$ cat src/rtl/mcu_seq_pkg.sv
// Shared types for the MCU sequencer: stage encodings visible on the stage port.
package mcu_seq_pkg;

   typedef enum logic [2:0] {
      StLoad    = 3'd0,
      StFetch   = 3'd1,
      StDecode  = 3'd2,
      StExecute = 3'd3,
      StHalt    = 3'd4
   } stage_t;

endpackage

$ cat src/rtl/mcu_seq_loader.sv
// Boot image loader: accepts image words while active and replays each one
// as a registered program-memory write on the following cycle.
module mcu_seq_loader #(
   parameter int unsigned IW         = 14,
   parameter int unsigned AW         = 8,
   parameter int unsigned PMEM_DEPTH = 10
) (
   input  logic          clk_i,
   input  logic          rst_i,
   input  logic          active_i,
   input  logic          img_valid_i,
   input  logic [IW-1:0] img_data_i,
   output logic          img_ready_o,
   output logic          load_last_o,
   output logic          pmem_we_o,
   output logic [AW-1:0] pmem_waddr_o,
   output logic [IW-1:0] pmem_wdata_o,
   output logic          load_done_o
);

   localparam logic [AW-1:0] LastIdx = AW'(PMEM_DEPTH - 1);

   logic [AW-1:0] count_q, count_d;
   logic [AW-1:0] waddr_q;
   logic [IW-1:0] wdata_q;
   logic          we_q, done_q, done_d;
   logic          accept;

   always_comb begin
      accept      = active_i & img_valid_i;
      img_ready_o = active_i;
      load_last_o = accept & (count_q == LastIdx);
      count_d     = count_q;
      done_d      = done_q | load_last_o;
      if (accept) begin
         count_d = load_last_o ? '0 : count_q + AW'(1);
      end
   end

   always_ff @(posedge clk_i) begin
      if (rst_i) begin
         count_q <= '0;
         waddr_q <= '0;
         wdata_q <= '0;
         we_q    <= 1'b0;
         done_q  <= 1'b0;
      end else begin
         count_q <= count_d;
         done_q  <= done_d;
         we_q    <= accept;
         if (accept) begin
            waddr_q <= count_q;
            wdata_q <= img_data_i;
         end
      end
   end

   assign pmem_we_o    = we_q;
   assign pmem_waddr_o = waddr_q;
   assign pmem_wdata_o = wdata_q;
   assign load_done_o  = done_q;

endmodule

$ cat src/rtl/mcu_sequencer.sv
// MCU control path: boot loader, FETCH/DECODE/EXECUTE stage FSM, PC/IR,
// and single-level interrupt entry/return with halt and watchdog restart.
module mcu_sequencer
   import mcu_seq_pkg::*;
#(
   parameter int unsigned   IW         = 14,
   parameter int unsigned   AW         = 8,
   parameter int unsigned   PMEM_DEPTH = 10,
   parameter logic [AW-1:0] IRQ_VECTOR = AW'(8'hF0)
) (
   input  logic          clk,
   input  logic          rst,
   input  logic          wdt_rst,
   input  logic          img_valid,
   input  logic [IW-1:0] img_data,
   output logic          img_ready,
   output logic          pmem_we,
   output logic [AW-1:0] pmem_waddr,
   output logic [IW-1:0] pmem_wdata,
   output logic          pmem_re,
   output logic [AW-1:0] pmem_raddr,
   input  logic [IW-1:0] pmem_rdata,
   output logic [2:0]    stage,
   output logic [AW-1:0] pc,
   output logic [IW-1:0] ir,
   output logic          exec_first,
   input  logic          stall,
   input  logic          branch_take,
   input  logic [AW-1:0] branch_target,
   input  logic          iret,
   input  logic          halt,
   input  logic          irq,
   output logic          irq_ack,
   output logic          load_done
);

   stage_t        state_q, state_d;
   logic [AW-1:0] pc_q, pc_d, epc_q, epc_d, npc;
   logic [IW-1:0] ir_q, ir_d;
   logic          ie_q, ie_d, irq_ack_q, irq_ack_d, exec_first_q, exec_first_d;
   logic          clr, load_last, take_irq;

   assign clr = rst | wdt_rst;

   mcu_seq_loader #(
      .IW         (IW),
      .AW         (AW),
      .PMEM_DEPTH (PMEM_DEPTH)
   ) u_loader (
      .clk_i        (clk),
      .rst_i        (clr),
      .active_i     (state_q == StLoad),
      .img_valid_i  (img_valid),
      .img_data_i   (img_data),
      .img_ready_o  (img_ready),
      .load_last_o  (load_last),
      .pmem_we_o    (pmem_we),
      .pmem_waddr_o (pmem_waddr),
      .pmem_wdata_o (pmem_wdata),
      .load_done_o  (load_done)
   );

   always_comb begin
      state_d      = state_q;
      pc_d         = pc_q;
      ir_d         = ir_q;
      epc_d        = epc_q;
      ie_d         = ie_q;
      irq_ack_d    = 1'b0;
      exec_first_d = 1'b0;
      take_irq     = irq & ie_q;

      if (iret)             npc = epc_q;
      else if (branch_take) npc = branch_target;
      else                  npc = pc_q + AW'(1);

      case (state_q)
         StLoad: begin
            if (load_last) begin
               state_d = StFetch;
               pc_d    = '0;
            end
         end
         StFetch:  state_d = StDecode;
         StDecode: begin
            ir_d         = pmem_rdata;
            exec_first_d = 1'b1;
            state_d      = StExecute;
         end
         StExecute: begin
            if (!stall) begin
               // iret wins over a pending request so the return always completes
               if (take_irq && !iret) begin
                  epc_d     = npc;
                  pc_d      = IRQ_VECTOR;
                  ie_d      = 1'b0;
                  irq_ack_d = 1'b1;
                  state_d   = StFetch;
               end else begin
                  pc_d    = npc;
                  ie_d    = ie_q | iret;
                  state_d = halt ? StHalt : StFetch;
               end
            end
         end
         StHalt: begin
            if (take_irq) begin
               epc_d     = pc_q;
               pc_d      = IRQ_VECTOR;
               ie_d      = 1'b0;
               irq_ack_d = 1'b1;
               state_d   = StFetch;
            end
         end
         default: state_d = StLoad;
      endcase
   end

   always_ff @(posedge clk) begin
      if (clr) begin
         state_q      <= StLoad;
         pc_q         <= '0;
         ir_q         <= '0;
         epc_q        <= '0;
         ie_q         <= 1'b1;
         irq_ack_q    <= 1'b0;
         exec_first_q <= 1'b0;
      end else begin
         state_q      <= state_d;
         pc_q         <= pc_d;
         ir_q         <= ir_d;
         epc_q        <= epc_d;
         ie_q         <= ie_d;
         irq_ack_q    <= irq_ack_d;
         exec_first_q <= exec_first_d;
      end
   end

   assign stage      = state_q;
   assign pmem_re    = (state_q == StFetch);
   assign pmem_raddr = pc_q;
   assign pc         = pc_q;
   assign ir         = ir_q;
   assign exec_first = exec_first_q;
   assign irq_ack    = irq_ack_q;

endmodule

$ cat config.mk
export PLATFORM = sky130hd
export DESIGN_NAME = mcu_sequencer
export DESIGN_NICKNAME = d
export VERILOG_FILES = /design/src/rtl/mcu_seq_pkg.sv /design/src/rtl/mcu_seq_loader.sv /design/src/rtl/mcu_sequencer.sv
export SDC_FILE = /design/constraint.sdc
export NUM_CORES = 1
export LEC_CHECK = 0
export ABC_AREA = 0
export CORE_UTILIZATION = 30
export CTS_CLUSTER_SIZE = 25
export DETAILED_ROUTE_END_ITERATION = 8
export PLACE_DENSITY = 0.53
export SETUP_SLACK_MARGIN = 0.2
export SLEW_MARGIN = 10
export SYNTH_ARGS = -nofsm -noshare
export SYNTH_HDL_FRONTEND = slang
export SYNTH_SLANG_ARGS = --single-unit
$ cat constraint.sdc
create_clock -name clk -period 3.4 [get_ports clk]
set_clock_uncertainty 0.15 [all_clocks]
set_input_delay 0.51 -clock clk [delete_from_list [all_inputs] [get_ports clk]]
set_output_delay 0.51 -clock clk [all_outputs]
set_load 0.005 [all_outputs]
# [Yosys cells after proc, flatten, opt, wreduce, memory -nomap -nowiden]
# Cells that the tools add are included.
[classes] add_sub_neg=2 n_eq_ne=9 muxes=27 n_bitwise=6 n_reduce_logical=9
[ops] op="two-way mux 8 bit" count=10
[ops] op="case mux 8 bit (3 select lines)" count=1
[ops] op="adder 8 x 1 -> 8 bit (second input constant)" count=2
[ops] op="case mux 8 bit (2 select lines)" count=1
[ops] op="two-way mux 3 bit" count=5
[ops] op="case mux 3 bit (5 select lines)" count=1
[ops] op="== test 8 x 4 -> 1 bit (second input constant)" count=1
[ops] op="inequality test 2 bit (second input constant)" count=4
[ops] op="AND reduction 4 bit" count=2
[ops] op="two-way mux 1 bit" count=7
[ops] op="== test 3 x 2 -> 1 bit (second input constant)" count=2
[ops] op="AND reduction 3 bit" count=2
[ops] op="case mux 1 bit (2 select lines)" count=2
[ops] op="AND 1 bit" count=3
[ops] op="== test 3 x 1 -> 1 bit (second input constant)" count=1
[ops] op="== test 3 bit (second input constant)" count=1
[ops] op="logical NOT 3 bit" count=1
[ops] op="OR 1 bit" count=3
[ops] op="nonzero test 3 bit" count=1
[ops] op="nonzero test 2 bit" count=1
[ops] op="logical AND 1 bit" count=1
[ops] op="logical NOT 1 bit" count=1
[word_totals] ff_bits=68 input_bits=45 output_inout_bits=61 wordCells=65

# [Logic depth before layout (Yosys ltp)]
[depth] depth_word=6 depth_mapped=7 mapped_depth_nobuf=7

# [Cells and area by module]
# A second synthesis with hierarchy kept.
[unflattened] cells_unflattened=382 area_unflattened_um2=3081.7
[by_module_without_submodules] module="mcu_sequencer" instances=1 cells_each=233 area_per_inst_um2=1844.3 seq_area_each_um2=720.7
[by_module_without_submodules] module="mcu_seq_loader" instances=1 cells_each=149 area_per_inst_um2=1237.4 seq_area_each_um2=640.6

# [Least setup slack after synthesis]
# No wires, ideal clock.
[synth_timing] path_kind="input -> register" startpoint="input port iret" endpoint="register pc_q[0] (netlist: pc[0])" setup_ps=74 t_arrival_ps=1687 required_ps=3176 path_slack_ps=1489 path_stages=5 n_path_buf=1 cell_sequence="clkbuf_1 > and3b_1 > and2b_1 > or4b_1 > o21ai_0"
[synth_between] elab_chain_len=5 word_cells_on_any_way=6 cone_classes="mux: 4; reduce/logical: 2"
[synth_rtl] element="start, declared" line="mcu_sequencer.sv:30" text="input logic iret,"
[synth_rtl] element="logical NOT 1 bit" line="mcu_sequencer.sv:93" text="if (take_irq && !iret) begin"
[synth_rtl] element="logical AND 1 bit" line="mcu_sequencer.sv:93"
[synth_rtl] element="two-way mux 8 bit (*)" line="mcu_sequencer.sv:93"
[synth_rtl] element="two-way mux 8 bit (*)" line="mcu_sequencer.sv:91" text="if (!stall) begin"
[synth_rtl] element="case mux 8 bit (3 select lines) (*)" line="mcu_sequencer.sv:77" text="case (state_q)"
[synth_rtl] element="end signal, assigned" line="mcu_sequencer.sv:130" text="pc_q <= pc_d;"
[synth_rtl] element="end, declared" line="mcu_sequencer.sv:38" text="logic [AW-1:0] pc_q, pc_d, epc_q, epc_d, npc;"
# Every way passes the cells marked *; elsewhere a longest branch is shown, timed or not. The select of a mux whose other input is x is not followed.
# A chain may end at the register's enable or synchronous reset.

# [Worst setup path after layout]
[layout_timing] startpoint="register state_q[0] (netlist: stage[0])" endpoint="output port pmem_re"
[layout_between] elab_chain_len=1
[layout_rtl] element="start, declared" line="mcu_sequencer.sv:37" text="stage_t state_q, state_d;"
[layout_rtl] element="start signal, assigned" line="mcu_sequencer.sv:121" text="state_q <= StLoad;"
[layout_rtl] element="start signal, assigned" line="mcu_sequencer.sv:129" text="state_q <= state_d;"
[layout_rtl] element="== test 3 x 1 -> 1 bit" line="mcu_sequencer.sv:140" text="assign pmem_re = (state_q == StFetch);"
[layout_rtl] element="end, declared" line="mcu_sequencer.sv:20" text="output logic pmem_re,"
# Every way passes these cells.

==> impl_metrics.json <==
{
  "power_leakage_nw": 1.517,
  "dieArea_um2": 10460,
  "cts_tree": "yes",
  "power.total_mw": 1.600,
  "ys_warn_count": 0,
  "startpoint": "stage[0]",
  "placed_cells": 595,
  "routedWlPerCell_um": 13.55,
  "antenna_left": 0,
  "place.gp.congestion": 0.8274,
  "grt_max_degree": 29,
  "setup_tns_ns": 0,
  "finalNonFillerCells": 611,
  "rr_worst_depth": 5,
  "cp-end-kind": "output pin",
  "cts_buffers": 9,
  "root_buffer": "clkbuf_8",
  "crit_required_ns": 2.74,
  "synth_seq_cells": 68,
  "hpwlAfterDp_um": 5883,
  "max_cap_violations": 0,
  "final_hold_viol_count": 0,
  "r2r-start": "u_loader.count_q[3]",
  "ys_types": 51,
  "cts_setup_buffers": 0,
  "fmax_mhz": 411.6,
  "grtUsageTotal_pct": 16.67,
  "die_height_um": 102.3,
  "diodes": 0,
  "final_cell_mix": "clkdlybuf4s50_1 (105), nand2_1 (98), dfxtp_1 (68), a21oi_1 (53), nor2_1 (23)",
  "hp-class": "reg2reg",
  "outcome": "complete, no violations",
  "mostFrequentLayoutCell": "clkdlybuf4s50_1",
  "hold_buffers": 0,
  "cp-start-kind": "register",
  "async_reset_ff_share_pct": 0,
  "rsz0062_at_grt": "no",
  "drive_gt1_share_pct": 5.858,
  "setup_viol_count_final": 0,
  "core_um2": 9774,
  "vias": 2904,
  "slew_headroom_pct": 43.69,
  "clkSlewWorstSetupHoldPaths_ns": 0.07,
  "worstPathArrival_ns": 1.77,
  "grt_overflow_total": 0,
  "ios": 106,
  "start_util_pct": 30.86,
  "grt_antenna_before_repair": 0,
  "clock-sinks": 68,
  "cp_max_fo": 10,
  "slew_viol_final": 0,
  "drtPass1Iterations": 4,
  "synth.avg_cell_area_um2": 7.897,
  "r2r_setup_slack_ns": 1.22,
  "crit_path_end": "pmem_re",
  "post_cts_resized": 0,
  "drt_iter0_markers": 139,
  "syn-instance-count": 382,
  "crit_type": "reg2out",
  "hold_slack_ns": 0.3025,
  "clkLatencyLatePin_ns": 0.34,
  "drt-total-wl_um": 8280,
  "netlist_area_um2": 3017,
  "drcViolationCount": 0,
  "clockBufferDepth": 2,
  "viasPerCell": 4.753,
  "dieWidth_um": 102.3,
  "fin_crit_ns": 2.430,
  "num-nets-final": 521,
  "row_count": 36,
  "h-tree-depth": 3,
  "portBuffers": 105,
  "pwr_density_cell_nw_per_um2": 370.7,
  "period_share_pct": 71.46,
  "grt_first_pass_wirelength_um": 13380,
  "syn_nets": 430,
  "timing.rr.end": "pc[7]",
  "ys.flop_type": "dfxtp_1",
  "area_delta_synth_final_pct": 43.14,
  "ir_drop_uv": 158.3,
  "yosysSeqAreaShare_pct": 45.13,
  "grt_pass1_vias": 2663,
  "synth_edf_count": 0,
  "worstMarginPinSlew_ns": 0.8425
}
## sequential cells by signal, summed over array words and instances, names as in the netlist
name                   flops
stage                      3
irq_ack                    1
u_loader.pmem_waddr_o      8
exec_first                 1
ir                        14
ie_q                       1
pc                         8
u_loader.pmem_wdata_o     14
u_loader.count_q           8
epc_q                      8
u_loader.load_done_o       1
u_loader.pmem_we_o         1
## per-layer routing
layer / up-vias / part of all wire (%) / GRT usage [%]
met3: 9 / 5.7 / 5.198
met4: 0 / 1.1 / 6.593
met5: - / 0 / 0
met1: 1344 / 48 / 21.74
li1: 1485 / - / -
met2: 66 / 45 / 25.61
## kinds of logic (layout without fill, tap and decap cells)
family	Yosys count	after routing	share of synthesized area, %
AOI/OAI and AO/OA	98	98	18.83
xor gates and xnor gates	10	10	2.903
adders and majority gates	3	3	1.244
buffers and inverters	36	132	5.641
DFF	68	68	45.13
muxes	4	4	1.369
and+or+nand+nor	163	163	24.89
## Yosys cell counts (2+ instances only)
library cell	n	area share, %
dfxtp_1	68	45
nand4_1	3	0.62
o22ai_1	5	1.0
buf_4	8	2.0
nand3_1	9	1.5
o21ai_0	19	3.2
or3_1	2	0.41
nand2b_1	2	0.41
nor2_1	23	2.9
mux2i_1	3	1.0
a21oi_1	53	8.8
nand2_1	98	12
and3b_1	3	0.87
nor3_1	5	0.83
a21o_1	3	0.75
and3_1	3	0.62
a211oi_1	5	1.2
or4b_1	2	0.66
xnor2_1	4	1.2
a22o_1	2	0.58
clkbuf_1	17	2.1
xor2_1	6	1.7
buf_2	4	0.66
inv_1	6	0.75
ha_1	3	1.2
## worst min-delay path by stage
stage | slack, ns | startpoint | depth (start not counted) | endpoint
after floorplan | 0.30 | epc_q[2] | 2 | epc_q[2]
after detailed placement | 0.30 | u_loader.pmem_waddr_o[5] | 2 | u_loader.pmem_waddr_o[5]
after global placement | 0.29 | ir[5] | 2 | ir[5]
after CTS | 0.31 | u_loader.pmem_waddr_o[5] | 2 | u_loader.pmem_waddr_o[5]
after global routing | 0.32 | u_loader.pmem_wdata_o[4] | 2 | u_loader.pmem_wdata_o[4]
final | 0.30 | u_loader.pmem_waddr_o[5] | 2 | u_loader.pmem_waddr_o[5]
## final cells by class
type,instances,area [um^2]
well taps,133,166.4
repair buffers,110,1089
clock buffers,12,145.1
fillers,1032,5456
flip-flops and latches,68,1361
multi-input cells,278,1485
clock inverters,4,48.80
inverters,6,22.52
## through the flow
stage	setup WS, ns	util [%]	instance area [um^2]
after floorplan	1.489	-	3017
after global placement	0.9051	42.19	4124
after detailed placement	0.8481	42.19	4124
after CTS	0.9164	44.18	4318
after global routing	0.7954	44.18	4318
final	0.9703	44.18	4318
## worst max-delay path: stages, from the launching register on
cell             delay (ns)
dfxtp_1                0.57
nor3b_1                0.29
clkdlybuf4s50_1        0.57
## power by group
part | switching (mW) | internal [mW]
logic | 0.0588 | 0.0745
registers | 0.00394 | 0.803
clock network | 0.302 | 0.358
Note: power is estimated with default switching activity, not from simulation.
